--- src/rtl/pc_pkg.sv ---
// Shared types and helpers for the RV32I fetch-stage program-counter generator.
package pc_pkg;

    localparam int unsigned MAX_XLEN = 64;

    typedef enum logic [1:0] {
        S_BOOT,
        S_RUN,
        S_FLUSH
    } pc_state_e;

    typedef enum logic [2:0] {
        R_NONE,
        R_TRAP,
        R_JALR,
        R_JAL,
        R_BR
    } redir_src_e;

    // align_b must be a power of two
    function automatic logic is_aligned(input logic [MAX_XLEN-1:0] addr,
                                        input logic [MAX_XLEN-1:0] align_b);
        return (addr & (align_b - MAX_XLEN'(1))) == '0;
    endfunction

endpackage

--- src/rtl/pc_ras.sv ---
// Circular return-address stack; a push on a full stack overwrites the oldest entry.
module pc_ras #(
    parameter int unsigned XLEN      = 32,
    parameter int unsigned RAS_DEPTH = 4
) (
    input  logic            clk,
    input  logic            rst_n,
    input  logic            push_i,
    input  logic            pop_i,
    input  logic [XLEN-1:0] data_i,
    output logic [XLEN-1:0] top_o
);

    localparam int unsigned PTR_W = $clog2(RAS_DEPTH);
    localparam int unsigned CNT_W = PTR_W + 1;

    logic [XLEN-1:0]  mem_q [RAS_DEPTH];
    logic [PTR_W-1:0] ptr_q, ptr_d;
    logic [CNT_W-1:0] cnt_q, cnt_d;
    logic [XLEN-1:0]  top_q, top_d;
    logic [PTR_W-1:0] top_idx, below_idx, wr_idx;
    logic             wr_en;

    // ptr_q is the next free slot; pointer arithmetic wraps because depth is a power of two
    assign top_idx   = ptr_q - PTR_W'(1);
    assign below_idx = ptr_q - PTR_W'(2);

    always_comb begin
        ptr_d  = ptr_q;
        cnt_d  = cnt_q;
        top_d  = top_q;
        wr_en  = 1'b0;
        wr_idx = ptr_q;
        if (push_i && pop_i && (cnt_q != '0)) begin
            wr_en  = 1'b1;
            wr_idx = top_idx;
            top_d  = data_i;
        end else if (push_i) begin
            wr_en = 1'b1;
            ptr_d = ptr_q + PTR_W'(1);
            if (cnt_q != CNT_W'(RAS_DEPTH)) begin
                cnt_d = cnt_q + CNT_W'(1);
            end
            top_d = data_i;
        end else if (pop_i && (cnt_q != '0)) begin
            ptr_d = top_idx;
            cnt_d = cnt_q - CNT_W'(1);
            top_d = (cnt_q == CNT_W'(1)) ? '0 : mem_q[below_idx];
        end
    end

    always_ff @(posedge clk or negedge rst_n) begin
        if (!rst_n) begin
            ptr_q <= '0;
            cnt_q <= '0;
            top_q <= '0;
        end else begin
            ptr_q <= ptr_d;
            cnt_q <= cnt_d;
            top_q <= top_d;
        end
    end

    // Storage needs no reset: entries are only read while cnt_q says they are live
    always_ff @(posedge clk) begin
        if (wr_en) begin
            mem_q[wr_idx] <= data_i;
        end
    end

    assign top_o = top_q;

endmodule

--- src/rtl/pc_gen.sv ---
// Fetch-stage PC generator with prioritised redirects, flush/misalign pulses.
// Optional return-address stack enabled by defining PC_RAS_EN.
module pc_gen
    import pc_pkg::*;
#(
    parameter int unsigned     XLEN      = 32,
    parameter logic [XLEN-1:0] RESET_VEC = '0,
    parameter int unsigned     ILEN_B    = 4,
    parameter int unsigned     RAS_DEPTH = 4
) (
    input  logic            clk,
    input  logic            reset,
    input  logic            stall,
    input  logic            fetch_rdy,
    input  logic            trap_en,
    input  logic [XLEN-1:0] trap_vec,
    input  logic            jalr_en,
    input  logic [XLEN-1:0] jalr_tgt,
    input  logic            jal_en,
    input  logic            br_en,
    input  logic [XLEN-1:0] ctl_pc,
    input  logic [XLEN-1:0] ctl_imm,
    input  logic            ras_push,
    input  logic            ras_pop,
    output logic [XLEN-1:0] pc_o,
    output logic            pc_vld_o,
    output logic            flush_o,
    output logic            misal_o,
    output logic [XLEN-1:0] ras_top_o
);

    pc_state_e       state_q, state_d;
    logic [XLEN-1:0] pc_q, pc_d;
    logic            vld_q, vld_d;
    logic            flush_q, flush_d;
    logic            misal_q, misal_d;
    redir_src_e      src;
    logic [XLEN-1:0] ctl_tgt, redir_tgt;

    // Targets come from the redirecting instruction's own PC
    assign ctl_tgt = ctl_pc + ctl_imm;

    always_comb begin
        src       = R_NONE;
        redir_tgt = trap_vec;
        if (trap_en) begin
            src       = R_TRAP;
            redir_tgt = trap_vec;
        end else if (jalr_en) begin
            src       = R_JALR;
            redir_tgt = {jalr_tgt[XLEN-1:1], 1'b0};
        end else if (jal_en) begin
            src       = R_JAL;
            redir_tgt = ctl_tgt;
        end else if (br_en) begin
            src       = R_BR;
            redir_tgt = ctl_tgt;
        end
    end

    always_comb begin
        state_d = state_q;
        pc_d    = pc_q;
        flush_d = 1'b0;
        misal_d = 1'b0;
        case (state_q)
            S_BOOT: state_d = S_RUN;
            S_RUN, S_FLUSH: begin
                if (src != R_NONE) begin
                    state_d = S_FLUSH;
                    flush_d = 1'b1;
                    if ((src != R_TRAP) &&
                        !is_aligned(MAX_XLEN'(redir_tgt), MAX_XLEN'(ILEN_B))) begin
                        pc_d    = trap_vec;
                        misal_d = 1'b1;
                    end else begin
                        pc_d = redir_tgt;
                    end
                end else begin
                    state_d = S_RUN;
                    if (vld_q && fetch_rdy && !stall) begin
                        pc_d = pc_q + XLEN'(ILEN_B);
                    end
                end
            end
            default: state_d = S_BOOT;
        endcase
        vld_d = (state_d == S_RUN);
    end

    always_ff @(posedge clk or negedge reset) begin
        if (!reset) begin
            state_q <= S_BOOT;
            pc_q    <= RESET_VEC;
            vld_q   <= 1'b0;
            flush_q <= 1'b0;
            misal_q <= 1'b0;
        end else begin
            state_q <= state_d;
            pc_q    <= pc_d;
            vld_q   <= vld_d;
            flush_q <= flush_d;
            misal_q <= misal_d;
        end
    end

    assign pc_o     = pc_q;
    assign pc_vld_o = vld_q;
    assign flush_o  = flush_q;
    assign misal_o  = misal_q;

`ifdef PC_RAS_EN
    pc_ras #(
        .XLEN      (XLEN),
        .RAS_DEPTH (RAS_DEPTH)
    ) u_ras (
        .clk    (clk),
        .rst_n  (reset),
        .push_i (ras_push),
        .pop_i  (ras_pop),
        .data_i (ctl_pc + XLEN'(ILEN_B)),
        .top_o  (ras_top_o)
    );
`else
    logic unused_ras;
    assign unused_ras = ras_push ^ ras_pop;
    assign ras_top_o  = '0;
`endif

endmodule

--- config.mk ---
export PLATFORM = sky130hd
export DESIGN_NAME = pc_gen
export DESIGN_NICKNAME = d
export VERILOG_FILES = /design/src/rtl/pc_pkg.sv /design/src/rtl/pc_ras.sv /design/src/rtl/pc_gen.sv
export SDC_FILE = /design/constraint.sdc
export NUM_CORES = 1
export LEC_CHECK = 0
export CAP_MARGIN = 25
export CORE_MARGIN = 2
export CORE_UTILIZATION = 53
export DETAILED_ROUTE_END_ITERATION = 10
export DONT_BUFFER_PORTS = 1
export GPL_TIMING_DRIVEN = 0
export PLACE_DENSITY = 0.8
export SYNTH_ARGS = -nofsm -noshare
export SYNTH_HDL_FRONTEND = slang
export SYNTH_SLANG_ARGS = --single-unit
export TNS_END_PERCENT = 50
--- constraint.sdc ---
create_clock -name clk -period 3.2 [get_ports clk]
set_clock_uncertainty 0.2 [all_clocks]
set_input_delay 0.32 -clock clk [delete_from_list [all_inputs] [get_ports clk]]
set_output_delay 0.32 -clock clk [all_outputs]
set_load 0.02 [all_outputs]
==> flow_summary.json, run 1 <==
{
  "setup_viol": 0,
  "cts_buffers": 5,
  "track_usage_pct": 31.8,
  "antenna_cells": 0,
  "fin_tns_setup_ns": 0,
  "io_buffer_count": 0,
  "hold_viol_final": 0,
  "relSlewSlack_pct": 37.5,
  "slew_violations": 0,
  "ctsResizeCount": 0,
  "avgViaCountPerCell": 6.63,
  "insertion_delay_ns": 0.29,
  "dr.pass1.iters": 6,
  "remaining_drc_errors": 0,
  "rsz0062_at_grt": "no",
  "clkTransAtPathRegs_ns": 0.08,
  "ir_worst_vdd_mv": 0.356,
  "fill_cells": 824,
  "maxCapViolCount": 0,
  "die_h_um": 99.5,
  "antenna_left": 0,
  "ys_seq_area_share_pct": 19.2,
  "grt-ovfl-total": 0,
  "die-area_um2": 9890,
  "wl_per_cell_um": 20.5,
  "min_path_type": "in2reg",
  "power.density_nw_per_um2": 678,
  "status": "finished clean",
  "ys_async_sr_fraction_pct": 100,
  "drive_gt1_share_pct": 11.0,
  "numClockSinks": 37,
  "first_global_vias": 5003,
  "grt_max_degree": 38,
  "place.gp.congestion": 0.952,
  "finalWirelength_um": 16400,
  "end_kind": "register",
  "avgSynthCellArea_um2": 7.45,
  "crit_arrival_ns": 2.90,
  "yosysTopAreaCellShare_pct": 19.2,
  "syn-cell-area_um2": 4830,
  "finalInstanceArea_um2": 5230,
  "fmax_mhz": 341,
  "synth_edf_count": 0,
  "cts-root-buf": "clkbuf_8",
  "cts_hold_buf": 6,
  "cp.required_ns": 3.16,
  "p_leak_nw": 2.23,
  "num_rows": 34,
  "die_x_um": 99.5,
  "fin_crit_ns": 2.94,
  "start_kind": "primary input",
  "antenna_found_initial": 0,
  "synth_cell_types": 80,
  "synth-seq-cells": 37,
  "ys_warn_count": 0,
  "clockBufferDepth": 2,
  "postPlaceCellArea_um2": 5080,
  "post_cts_buffers": 0,
  "period_share_pct": 91.7,
  "grt_pass1_wl_um": 25200,
  "fp.coreArea_um2": 8760,
  "cts-htree-levels": 2,
  "tritoncts": "done",
  "path_max_fanout": 5,
  "vias": 5312,
  "first_iter_violations": 622,
  "synth_area_leaders": "dfrtp_1 (19%), ha_1 (8.8%), a21oi_1 (7.3%)",
  "initial_utilization_pct": 55.1,
  "yosys.area.top_type": "dfrtp_1",
  "crit_type": "in2reg",
  "pin_count": 205,
  "dp_hpwl_um": 13000,
  "synthCells": 648,
  "synth-main-ff-cell": "dfrtp_1",
  "areaGrowthSynthToFinish_pct": 8.37,
  "final_net_count": 865,
  "worst_slew_pin_slew_ns": 0.929
}
[placed cells by master (no fill, tap or decap), drive strengths merged, types with 5 or more instances in the layout]
cell	count
buf	48
conb	32
o31ai	6
o221ai	5
dlygate4sd3	5
and4	5
nand3	22
and3	12
inv	19
o21ai	60
a21oi	71
nand4	13
xor2	10
nand2b	9
a31oi	13
nor2	46
nand2	67
dfrtp	37
a22oi	10
ha	34
clkbuf	25
nor3	8
xnor2	11
a21o	13
or3	7
o211ai	12
a221oi	7
a211oi	9
[worst paths after layout]
check / cells after the start / end / start / slack [ns]
min in group asynchronous: 2 / pc_o[11] / reset / 0.33
worst min register to register: 2 / state_q[0] / state_q[1] / 0.38
worst max-delay path: 11 / pc_o[14] / ctl_pc[0] / 0.26
worst min-delay path: 2 / pc_o[16] / trap_vec[16] / 0.03
max in group asynchronous: 2 / pc_o[28] / reset / 2.29
worst max register to register: 9 / pc_o[31] / pc_o[9] / 0.32
[cells by family (layout without fill, tap and decap cells)]
group           Yosys count  count (layout)  share of synthesized area [%]
compound gates          253             253                           35.0
xor+xnor                 21              21                           3.81
fa+ha+maj                35              35                           9.22
buf+inv                  85              99                           9.79
flops                    37              37                           19.2
mux                       6               6                           1.30
other cells               1              32                         0.0776
simple gates            210             210                           21.6
[state kept, by name, summed over array words and instances (netlist names)]
register and flops:
misal_o 1, flush_o 1, pc_vld_o 1, pc_o 32, state_q 2
[per-layer routing]
| metal | vias to the layer above | GRT usage, % | wire (µm) |
|---|---|---|---|
| met5 | - | 0 | 0 |
| met4 | 0 | 13.9 | 667 |
| met3 | 64 | 9.07 | 2080 |
| met2 | 378 | 52.7 | 7630 |
| met1 | 2396 | 38.6 | 6020 |
| li1 | 2474 | - | - |
[cell type report]
cell class	instances	area, µm²	share of cell area [%]
clock inverter	2	10.0	0.191
timing repair buffer	6	70.1	1.34
inverter	19	71.3	1.36
buffer	66	402	7.67
clock buffer	6	72.6	1.39
tap	108	135	2.58
multi-input combinational	557	3550	67.8
sequential	37	926	17.7
[stage by stage]
stage	util [%]	total power (W)	setup WS, ns	instances	hold WS (ns)
after floorplan	-	0.00262	0.356	679	-0.176
final	59.7	0.00355	0.264	801	0.0304
after global routing	59.7	0.00376	0.0995	801	0.0612
after detailed placement	58.0	0.00314	0.00713	787	-0.174
after global placement	58.0	0.00308	0.0182	787	-0.174
after CTS	59.7	0.00347	0.306	801	0.0343
[power breakdown]
| group | internal [W] | switching, W |
|---|---|---|
| Combinational | 0.000744 | 0.00115 |
| Sequential | 0.000709 | 0.000620 |
| Clock | 0.000151 | 0.000176 |
| Total | 0.00160 | 0.00194 |
[Yosys cell counts (4+ instances only)]
cell type / count
clkbuf_1: 18
nor2b_1: 4
buf_4: 34
xor2_1: 10
inv_1: 19
nand2b_1: 8
nor3_1: 7
or3_1: 6
a31oi_1: 13
a22oi_1: 10
mux2i_1: 4
nand3_1: 22
and4_1: 5
nand4_1: 13
o211ai_1: 9
nor2_1: 46
a221oi_1: 6
a211oi_1: 7
a21oi_1: 70
a21o_1: 13
nand2_1: 66
o21ai_1: 6
buf_2: 8
xnor2_1: 11
o31ai_1: 6
o22ai_1: 4
o221ai_1: 5
nor3b_1: 4
and3_1: 12
ha_1: 34
dfrtp_1: 37
o21ai_0: 52
[critical path, cell delays in order]
cell and delay (ns):
ha_1 0.16, inv_1 0.06, fa_1 0.38, and2b_1 0.24
o211ai_2 0.13, a2111oi_0 0.67, o211ai_1 0.25, nand2_1 0.14
xnor2_1 0.12, a221oi_1 0.31, o21ai_0 0.13
No activity file was read; power rests on OpenSTA's default activity.
==> inputs of run 2 (changes only) <==
- CORE_UTILIZATION: 53 -> 55
- PLACE_DENSITY: 0.8 -> 0.82
- SYNTH_HIERARCHICAL: default -> 1
- TNS_END_PERCENT: 50 -> 1
==> flow_summary.json, run 2 <==
{
  "status": "finished clean",
  "yosysMostFrequentCell": "a21oi_1",
  "grt_use_met1_pct": 44.7,
  "hold_viol_final": 0,
  "whs_ns": 0.0309,
  "slew_violations": 0,
  "finalWirelength_um": 17200,
  "synth-main-ff-cell": "dfrtp_1",
  "min_path_type": "in2reg",
  "die-area_um2": 9550,
  "dr.pass1.iters": 6,
  "layout_common_cells": "a21oi_1 (70), nand2_1 (66), o21ai_0 (52), nor2_1 (46), dfrtp_1 (37)",
  "grt_max_degree": 38,
  "avgViaCountPerCell": 6.63,
  "pin_count": 205,
  "p_total_w": 0.00361,
  "tritoncts": "done",
  "first_iter_violations": 512,
  "cts-htree-levels": 2,
  "die_h_um": 97.7,
  "wl_per_cell_um": 21.5,
  "worst_slew_pin_slew_ns": 0.896,
  "top_usage_layer": "met2",
  "track_usage_pct": 34.3,
  "vias": 5311,
  "power.density_nw_per_um2": 687,
  "finalInstanceArea_um2": 5250,
  "synth_edf_count": 0,
  "setup_viol": 0,
  "die_x_um": 97.7,
  "first_global_vias": 4978,
  "antenna_cells": 0,
  "initial_utilization_pct": 55.9,
  "period_share_pct": 92.8,
  "clkTransAtPathRegs_ns": 0.08,
  "final_common_cell": "a21oi_1",
  "cts_buffers": 5,
  "postPlaceCellArea_um2": 5080,
  "areaGrowthSynthToFinish_pct": 8.76,
  "ys_async_sr_fraction_pct": 100,
  "maxCapViolCount": 0,
  "globalRouteMet2Util_pct": 57.3,
  "largest_reg_flops": 32,
  "relSlewSlack_pct": 39.8,
  "avgSynthCellArea_um2": 7.45,
  "ys_top_cells_by_count": "a21oi_1 (70), nand2_1 (66), o21ai_0 (52)",
  "fin_tns_setup_ns": 0,
  "grt-ovfl-total": 0,
  "ys_warn_count": 6,
  "end_kind": "register",
  "ys_seq_area_share_pct": 19.2,
  "yosys.area.top_type": "dfrtp_1",
  "p_leak_nw": 2.24,
  "numClockSinks": 37,
  "final_net_count": 865,
  "fmax_mhz": 337,
  "fin_crit_ns": 2.97,
  "antenna_left": 0,
  "synth_cell_types": 80,
  "synth-seq-cells": 37,
  "cp.required_ns": 3.16,
  "dp_hpwl_um": 13700,
  "insertion_delay_ns": 0.29,
  "ir_worst_vdd_mv": 0.279,
  "syn-cell-area_um2": 4830,
  "grt_util_met3_pct": 6.62,
  "synthCells": 648,
  "yosysTopAreaCellShare_pct": 19.2,
  "io_buffer_count": 0,
  "grt_pass1_wl_um": 26500,
  "drive_gt1_share_pct": 11.1,
  "start_kind": "primary input",
  "cts-root-buf": "clkbuf_8",
  "fp.coreArea_um2": 8640,
  "clockBufferDepth": 2,
  "post_cts_buffers": 0,
  "antenna_found_initial": 0,
  "synth_area_leaders": "dfrtp_1 (19%), ha_1 (8.8%), a21oi_1 (7.3%)",
  "remaining_drc_errors": 0,
  "rsz0062_at_grt": "no",
  "num_rows": 34,
  "path_max_fanout": 5,
  "place.gp.congestion": 0.967,
  "crit_arrival_ns": 2.93,
  "crit_type": "in2reg"
}
## run 2: worst paths after layout
path | start | slack (ns) | endpoint | cells after the start
worst max-delay path | ctl_pc[0] | 0.23 | pc_o[14] | 11
worst min-delay path | trap_vec[16] | 0.03 | pc_o[16] | 2
worst max register to register | pc_o[2] | 0.32 | pc_o[20] | 9
worst min register to register | state_q[1] | 0.38 | state_q[0] | 2
max in group asynchronous | reset | 2.30 | pc_o[11] | 2
min in group asynchronous | reset | 0.30 | pc_o[21] | 2
## run 2: what timing repair did
action | 4_1_cts | 5_1_grt
hold buffers | 6 | 0
hold endpoints to repair | 41 | 0
setup endpoints to repair | 0 | 0
resized for setup | 0 | 0
## run 2: final cells by class
class                           instances  area [µm²]
Inverter                               19        71.3
Buffer                                 66         402
Clock inverter                          1        5.00
Clock buffer                            7        96.3
Timing Repair Buffer                    6        70.1
Multi-Input combinational cell        557        3550
Fill cell                             823        3380
Tap cell                              108         135
Sequential cell                        37         926
## run 2: cells by family (layout without fill, tap and decap cells)
family                   count (synthesis)  after routing  share of synthesized area [%]
flip-flops                              37             37                           19.2
adder cells (fa/ha/maj)                 35             35                           9.22
buffers and inverters                   85             99                           9.79
other                                    1             32                         0.0776
multiplexers                             6              6                           1.30
AND/OR/NAND/NOR                        210            210                           21.6
AO/OA/AOI/OAI                          253            253                           35.0
XOR/XNOR                                21             21                           3.81
## run 2: worst max-delay path: stages
cell	delay, ns
ha_1	0.15
inv_1	0.06
fa_1	0.39
and2b_1	0.26
o211ai_2	0.13
a2111oi_0	0.73
o211ai_1	0.24
nand2_1	0.13
xnor2_1	0.14
a221oi_1	0.28
o21ai_0	0.10
## run 2: per-layer routing
metal | up-vias | wire length, µm
li1 | 2468 | -
met1 | 2460 | 6920
met2 | 331 | 8160
met3 | 52 | 1590
met4 | 0 | 563
met5 | - | 0
## run 2: metrics by stage
stage	std cells	setup slack [ns]	utilization, %
finish	801	0.232	60.8
global route	801	0.140	60.8
CTS	801	0.330	60.8
detailed placement	787	0.0371	58.8
global placement	787	0.0748	58.8
floorplan	679	0.356	-
## run 2: power by group
part	switching, W	internal (W)	total (W)
sequential	0.000626	0.000709	0.00133
combinational	0.00116	0.000747	0.00191
clock	0.000173	0.000195	0.000368
==> inputs of run 3 (changes only) <==
- SKIP_LAST_GASP: default -> 1
==> results of run 3 <==
Same layout as run 2: the final DEF is identical, and so are final timing and power.
